`config.mk`:
```
export PLATFORM = sky130hd
export DESIGN_NAME = imem_boot_loader_flat
export DESIGN_NICKNAME = d
export VERILOG_FILES = /design/src/rtl/imem_boot_loader_pkg.sv /design/src/rtl/imem_boot_loader_if.sv /design/src/rtl/imem_boot_loader_uart_rx.sv /design/src/rtl/imem_boot_loader.sv /design/src/flat_wrapper.sv
export SDC_FILE = /design/constraint.sdc
export NUM_CORES = 1
export LEC_CHECK = 0
export ABC_CLOCK_PERIOD_IN_PS = 2680
export CAP_MARGIN = 20
export CORE_UTILIZATION = 57
export CTS_CLUSTER_DIAMETER = 60
export DETAILED_ROUTE_END_ITERATION = 16
export GPL_TIMING_DRIVEN = 0
export PLACE_DENSITY = 0.77
export SYNTH_ARGS = -nofsm -noshare
export SYNTH_HDL_FRONTEND = slang
export SYNTH_SLANG_ARGS = --single-unit
```
`constraint.sdc`:
```
create_clock -name clock -period 2.68 [get_ports clock]
set_input_delay 0.536 -clock clock [delete_from_list [all_inputs] [get_ports clock]]
set_output_delay 0.536 -clock clock [all_outputs]
set_load 0.01 [all_outputs]
```
`src/rtl/imem_boot_loader_pkg.sv`:
```
// Shared types and constants for the UART instruction-memory boot loader.
package boot_pkg;
    typedef enum logic [2:0] {IDLE, LEN_LO, LEN_HI, DATA, CSUM, DONE, ERROR} loader_state_t;
    localparam logic [7:0] SYNC_BYTE      = 8'hA5;
    localparam int         BYTES_PER_WORD = 4;
endpackage

```
`src/rtl/imem_boot_loader_if.sv`:
```
// i_mem write-port bundle: the loader drives it (master), i_mem consumes it (slave).
interface imem_boot_loader_if #(
    parameter int ADDR_WIDTH = 12,
    parameter int DATA_WIDTH = 32
);
    logic                  mem_writeEnable;
    logic [ADDR_WIDTH-1:0] mem_writeAddress;
    logic [DATA_WIDTH-1:0] mem_writeData;

    modport master (output mem_writeEnable, output mem_writeAddress, output mem_writeData);
    modport slave  (input  mem_writeEnable, input  mem_writeAddress, input  mem_writeData);
endinterface

```
`src/rtl/imem_boot_loader_uart_rx.sv`:
```
// 8N1 UART byte receiver: 2-flop sync, start confirmed at half bit, mid-bit sampling.
module uart_rx_byte #(
    parameter int CLKS_PER_BIT = 868
) (
    input  logic       clock,
    input  logic       reset,
    input  logic       rx,
    output logic       byte_valid,
    output logic [7:0] byte_data,
    output logic       frame_err
);
    localparam int CNT_W = $clog2(CLKS_PER_BIT);
    localparam logic [CNT_W-1:0] FULL = CNT_W'(CLKS_PER_BIT - 1);
    localparam logic [CNT_W-1:0] HALF = CNT_W'(CLKS_PER_BIT / 2 - 1);

    typedef enum logic [1:0] {RX_IDLE, RX_START, RX_DATA, RX_STOP} rx_state_t;

    rx_state_t        state_q, state_d;
    logic [CNT_W-1:0] cnt_q, cnt_d;
    logic [2:0]       bit_q, bit_d;
    logic [7:0]       sh_q, sh_d;
    logic             valid_q, valid_d, ferr_q, ferr_d;
    logic             rx_s1_q, rx_s2_q, rx_prev_q;

    always_ff @(posedge clock) begin
        if (reset) begin
            state_q   <= RX_IDLE;
            cnt_q     <= '0;
            bit_q     <= '0;
            sh_q      <= '0;
            valid_q   <= 1'b0;
            ferr_q    <= 1'b0;
            rx_s1_q   <= 1'b1;
            rx_s2_q   <= 1'b1;
            rx_prev_q <= 1'b1;
        end else begin
            state_q   <= state_d;
            cnt_q     <= cnt_d;
            bit_q     <= bit_d;
            sh_q      <= sh_d;
            valid_q   <= valid_d;
            ferr_q    <= ferr_d;
            rx_s1_q   <= rx;
            rx_s2_q   <= rx_s1_q;
            rx_prev_q <= rx_s2_q;
        end
    end

    always_comb begin
        state_d = state_q;
        cnt_d   = cnt_q + CNT_W'(1);
        bit_d   = bit_q;
        sh_d    = sh_q;
        valid_d = 1'b0;
        ferr_d  = 1'b0;
        case (state_q)
            RX_IDLE: begin
                cnt_d = '0;
                if (rx_prev_q && !rx_s2_q) state_d = RX_START;
            end
            RX_START: if (cnt_q == HALF) begin
                // A glitch that is high again at half bit is not a start bit
                cnt_d   = '0;
                bit_d   = '0;
                state_d = rx_s2_q ? RX_IDLE : RX_DATA;
            end
            RX_DATA: if (cnt_q == FULL) begin
                cnt_d = '0;
                sh_d  = {rx_s2_q, sh_q[7:1]};
                bit_d = bit_q + 3'd1;
                if (bit_q == 3'd7) state_d = RX_STOP;
            end
            RX_STOP: if (cnt_q == FULL) begin
                valid_d = rx_s2_q;
                ferr_d  = !rx_s2_q;
                state_d = RX_IDLE;
            end
            default: state_d = RX_IDLE;
        endcase
    end

    assign byte_valid = valid_q;
    assign byte_data  = sh_q;
    assign frame_err  = ferr_q;
endmodule

```
`src/rtl/imem_boot_loader.sv`:
```
// Frame parser that writes a UART-delivered image into i_mem and releases the core
// only after the XOR checksum over the data bytes matches.
module imem_boot_loader
    import boot_pkg::*;
#(
    parameter int DATA_WIDTH   = 32,
    parameter int ADDR_WIDTH   = 12,
    parameter int CLKS_PER_BIT = 868
) (
    input  logic                  clock,
    input  logic                  reset,
    input  logic                  rx,
    imem_boot_loader_if.master    mem,
    output logic                  cpu_reset,
    output logic                  load_done,
    output logic                  load_error,
    output logic [ADDR_WIDTH:0]   words_written
);
    localparam logic [16:0] MAX_WORDS = 17'(1) << ADDR_WIDTH;
    localparam logic [1:0]  LAST_LANE = 2'(BYTES_PER_WORD - 1);

    logic       byte_valid, frame_err;
    logic [7:0] byte_data;

    uart_rx_byte #(.CLKS_PER_BIT(CLKS_PER_BIT)) u_rx (
        .clock      (clock),
        .reset      (reset),
        .rx         (rx),
        .byte_valid (byte_valid),
        .byte_data  (byte_data),
        .frame_err  (frame_err)
    );

    loader_state_t         state_q, state_d;
    logic [15:0]           len_q, len_d, len_new;
    logic [1:0]            lane_q, lane_d;
    logic [DATA_WIDTH-1:0] word_q, word_d, wdata_q, wdata_d;
    logic [7:0]            csum_q, csum_d;
    logic [ADDR_WIDTH:0]   idx_q, idx_d, words_q, words_d;
    logic [ADDR_WIDTH-1:0] waddr_q, waddr_d;
    logic                  we_q, we_d;

    assign len_new = {byte_data, len_q[7:0]};

    always_ff @(posedge clock) begin
        if (reset) begin
            state_q <= IDLE;
            len_q   <= '0;
            lane_q  <= '0;
            word_q  <= '0;
            csum_q  <= '0;
            idx_q   <= '0;
            words_q <= '0;
            we_q    <= 1'b0;
            waddr_q <= '0;
            wdata_q <= '0;
        end else begin
            state_q <= state_d;
            len_q   <= len_d;
            lane_q  <= lane_d;
            word_q  <= word_d;
            csum_q  <= csum_d;
            idx_q   <= idx_d;
            words_q <= words_d;
            we_q    <= we_d;
            waddr_q <= waddr_d;
            wdata_q <= wdata_d;
        end
    end

    always_comb begin
        state_d = state_q;
        len_d   = len_q;
        lane_d  = lane_q;
        word_d  = word_q;
        csum_d  = csum_q;
        idx_d   = idx_q;
        words_d = words_q;
        we_d    = 1'b0;
        waddr_d = waddr_q;
        wdata_d = wdata_q;
        if (frame_err && state_q != DONE) begin
            state_d = ERROR;
        end else if (byte_valid) begin
            case (state_q)
                IDLE, ERROR: if (byte_data == SYNC_BYTE) begin
                    state_d = LEN_LO;
                    words_d = '0;
                end
                LEN_LO: begin
                    len_d   = {8'h00, byte_data};
                    state_d = LEN_HI;
                end
                LEN_HI: begin
                    len_d  = len_new;
                    idx_d  = '0;
                    csum_d = '0;
                    lane_d = '0;
                    state_d = (len_new == 16'd0 || {1'b0, len_new} > MAX_WORDS) ? ERROR : DATA;
                end
                DATA: begin
                    // Little-endian: first byte shifts down to bits [7:0] after four bytes
                    word_d = {byte_data, word_q[DATA_WIDTH-1:8]};
                    csum_d = csum_q ^ byte_data;
                    lane_d = lane_q + 2'd1;
                    if (lane_q == LAST_LANE) begin
                        we_d    = 1'b1;
                        waddr_d = idx_q[ADDR_WIDTH-1:0];
                        wdata_d = word_d;
                        words_d = words_q + 1'b1;
                        idx_d   = idx_q + 1'b1;
                        if ((17'(idx_q) + 17'd1) == {1'b0, len_q}) state_d = CSUM;
                    end
                end
                CSUM: state_d = (byte_data == csum_q) ? DONE : ERROR;
                default: ;
            endcase
        end
    end

    assign mem.mem_writeEnable  = we_q;
    assign mem.mem_writeAddress = waddr_q;
    assign mem.mem_writeData    = wdata_q;
    assign cpu_reset     = (state_q != DONE);
    assign load_done     = (state_q == DONE);
    assign load_error    = (state_q == ERROR);
    assign words_written = words_q;
endmodule
```
`src/flat_wrapper.sv`:
```
// flat-port wrapper written by rule: the top's interface ports become plain ports
module imem_boot_loader_flat import boot_pkg::*;
#(
    parameter int DATA_WIDTH   = 32,
    parameter int ADDR_WIDTH   = 12,
    parameter int CLKS_PER_BIT = 868
)
  (clock, reset, rx, cpu_reset, load_done, load_error, words_written, mem_mem_writeEnable, mem_mem_writeAddress, mem_mem_writeData);
  imem_boot_loader_if #(.ADDR_WIDTH(ADDR_WIDTH), .DATA_WIDTH(DATA_WIDTH)) mem_i ();
  input  logic clock;
  input  logic reset;
  input  logic rx;
  output logic cpu_reset;
  output logic load_done;
  output logic load_error;
  output logic [ADDR_WIDTH:0] words_written;
  output wire logic [$bits(mem_i.mem_writeEnable)-1:0] mem_mem_writeEnable;
  output wire logic [$bits(mem_i.mem_writeAddress)-1:0] mem_mem_writeAddress;
  output wire logic [$bits(mem_i.mem_writeData)-1:0] mem_mem_writeData;
  assign mem_mem_writeEnable = mem_i.mem_writeEnable;
  assign mem_mem_writeAddress = mem_i.mem_writeAddress;
  assign mem_mem_writeData = mem_i.mem_writeData;
  imem_boot_loader #(.DATA_WIDTH(DATA_WIDTH), .ADDR_WIDTH(ADDR_WIDTH), .CLKS_PER_BIT(CLKS_PER_BIT)) u_core (.clock(clock), .reset(reset), .rx(rx), .mem(mem_i), .cpu_reset(cpu_reset), .load_done(load_done), .load_error(load_error), .words_written(words_written));
endmodule
```
==> results.tsv <==
metric	value	unit
fin_area	7969	µm²
antenna_found_initial	0	
period_minus_slack	2.548	ns
grt.overflow.total	0	
worstPathArrival	2.91	ns
htree_levels	4	
cp-startpoint	u_core.idx_q[0]$_SDFFE_PP0P_	
viasPerCell	5.751	
drc	0	
io_pins	64	
core	11030	µm²
grt_pass1_wl	26080	µm
row_count	38	
vdd_drop_max	0.0004802	V
fin_skew	0.006024	ns
crit_path_max_incr_delay	0.55	ns
grt_pass1_vias	5444	
dp_hpwl	11210	µm
ys_ff_latch	152	
clockBufferDepth	2	
timing.rr.end	u_core.state_q[2]$_SDFFE_PP0P_	
portBuffers	63	
seq_area_frac_synth	0.4625	
cts.sinks	152	
gp_congestion	0.9496	
tightest_slew	0.9427	ns
rsz0062_at_grt	false	
cp_max_fo	7	
layout.cells.most_common_list	178 x nand2_1, 150 x dfxtp_1, 97 x a21oi_1, 65 x nor2_1, 63 x clkdlybuf4s50_1	
ys_warn_count	0	
syn2layout_area_growth	21.13	%
cts_tree	yes	
drtIter0Drc	568	
finalHoldViolCount	0	
cpMaxStageDelayCell	or4_4	
clock-root-buffer	clkbuf_16	
drt-pass1-iter-count	5	
fin_crit_sh	0.9506	
grt_max_degree	17	
worstSetupPathType	register to register	
routedWlPerCell	15.34	µm
hold_buffers	0	
place_area	7385	µm²
cp_cell_sequence	ha_2 -> xnor2_1 -> nand2_1 -> or4_1 -> or4_4 -> a2111oi_4 -> o221a_1	
fin_util	0.7224	
drt-total-wl	16060	µm
die_area	11970	µm²
synth-edff-count	0	
ys_types	57	
hp-class	register to register	
critPathCaptureType	register	
path_clk_slew	0.06	ns
power	4.513	mW
antennaDiodeCount	0	
setup_violations	0	
n_fill_cell	877	
ys.flop_type	dfxtp_1	
start_util	0.5964	
syn_area	6579	µm²
reg2reg_setup_slack	0.13	ns
final_common_cell	nand2_1	
hp-start	u_core.u_rx.rx_s1_q$_SDFF_PP1_	
nNetsFinal	906	
reg2reg_depth	7	
cts-buffers-inserted	17	
finalMaxSlewViolations	0	
cap_viol_max_count	0	
synthCells	815	
die_x	109.4	µm
avgSynthCellArea	8.072	µm²
required	3.04	ns
drive_above_1_share	0.08049	
start_kind	register	
syn-num-nets	825	
r2r-start	u_core.idx_q[0]$_SDFFE_PP0P_	
slew_headroom	0.3667	
p_per_area	566.3	nW/µm²
fmaxAchievable	392.5	MHz
power_leakage	2.759	nW
async_flop_share	0	
die_y	109.4	µm
endpoint	u_core.state_q[2]$_SDFFE_PP0P_	
outcome	complete, no violations	
clk_latency	0.42	ns
antenna_left	0	
vias	6021	
grt_use_total	0.2822	
==> critical path, delay by kind of cell, from the launching register on <==
| family | cells | cell delay (ns) |
|---|---|---|
| adders and majority gates | 1 | 0.31 |
| xor gates and xnor gates | 1 | 0.13 |
| AOI/OAI and AO/OA | 2 | 0.55 |
| and+or+nand+nor | 3 | 1.10 |
| DFF | 1 | 0.40 |
==> cell families after synthesis <==
logic type / Yosys count / share of synthesized area
muxes: 11 / 0.01731
DFF: 152 / 0.4625
buffers and inverters: 67 / 0.04336
xor gates and xnor gates: 40 / 0.05325
AOI/OAI and AO/OA: 175 / 0.1539
adders and majority gates: 7 / 0.01331
and+or+nand+nor: 363 / 0.2564
==> per-stage QoR <==
step                setup TNS (ns)  worst slack (ns)  hold slack (ns)  std cells
global placement                 0           0.02147           0.3932       1018
detailed placement        -0.05105          -0.04124           0.3988       1018
finish                           0            0.1325           0.4096       1047
CTS                       -0.01224          -0.01224           0.4124       1047
global route                     0           0.04641           0.4286       1047
floorplan                        0            0.2701           0.3895        815
==> how the worst min path moves through the flow <==
stage                                          end  depth (start not counted)  slack [ns]
global placement    u_core.u_rx.rx_s2_q$_SDFF_PP1_                          1        0.39
detailed placement  u_core.u_rx.rx_s2_q$_SDFF_PP1_                          1        0.40
finish              u_core.u_rx.rx_s2_q$_SDFF_PP1_                          1        0.41
CTS                 u_core.u_rx.rx_s2_q$_SDFF_PP1_                          1        0.41
global route        u_core.u_rx.rx_s2_q$_SDFF_PP1_                          1        0.43
floorplan           u_core.u_rx.rx_s2_q$_SDFF_PP1_                          1        0.39
==> repair_timing <==
action | 4_1_cts | 5_1_grt
gates resized for setup | 2 | 14
endpoints found under the setup margin | 9 | 26
pin swaps | 0 | 3
hold endpoints to repair | 0 | 0
buffers inserted | 0 | 2
==> where the power goes <==
group	total (mW)	leakage, nW	internal, mW	switching (mW)
clock	2.19	0.260	1.30	0.884
sequential	2.27	1.23	2.26	0.00312
combinational	0.0580	1.27	0.0126	0.0454
==> state kept, by name (all words and copies together), names as in the netlist, 10 cells and up, named ones only <==
signal,count
u_core.word_q,24
u_core.idx_q,13
u_core.words_written,13
u_core.mem.mem_writeAddress,12
u_core.u_rx.cnt_q,10
u_core.mem.mem_writeData,32
u_core.len_q,16
==> per-layer routing <==
metal | wire (µm) | GRT usage
met1 | 7334 | 0.3641
met2 | 7375 | 0.4582
met3 | 984 | 0.05750
met4 | 370 | 0.1210
met5 | 0 | 0
==> cell usage after synthesis (3+ instances only) <==
cell,instances,area (µm²)
a211oi_1,5,37.54
a21oi_1,97,485.5
a22oi_1,8,60.06
a31oi_1,11,68.82
and3_1,9,56.30
buf_1,5,18.77
buf_6,3,33.78
clkbuf_1,41,153.9
dfxtp_1,152,3043
ha_1,7,87.58
inv_1,13,48.80
mux2_2,3,33.78
mux2i_1,8,80.08
nand2_1,178,668.1
nand2b_1,4,25.02
nand3_1,17,85.08
nand4_1,11,68.82
nor2_1,65,244.0
nor2b_1,20,125.1
nor3_1,10,50.05
nor3b_1,4,30.03
nor4_1,6,37.54
nor4bb_1,5,50.05
o21ai_0,33,165.2
o31ai_1,4,30.03
or2_2,12,75.07
or3_1,7,43.79
xnor2_1,24,210.2
xor2_1,16,140.1
==> layout make-up <==
type | count | area, µm² | share of cell area
sequential | 152 | 3045 | 0.3822
timing repair buffer | 65 | 645.6 | 0.08102
multi-input combinational | 596 | 3286 | 0.4123
buffer | 51 | 230.2 | 0.02889
inverter | 13 | 48.80 | 0.006123
clock buffer | 21 | 460.4 | 0.05778
clock inverter | 9 | 77.57 | 0.009735
tap | 140 | 175.2 | 0.02198
No activity file was read; power rests on OpenSTA's default activity.
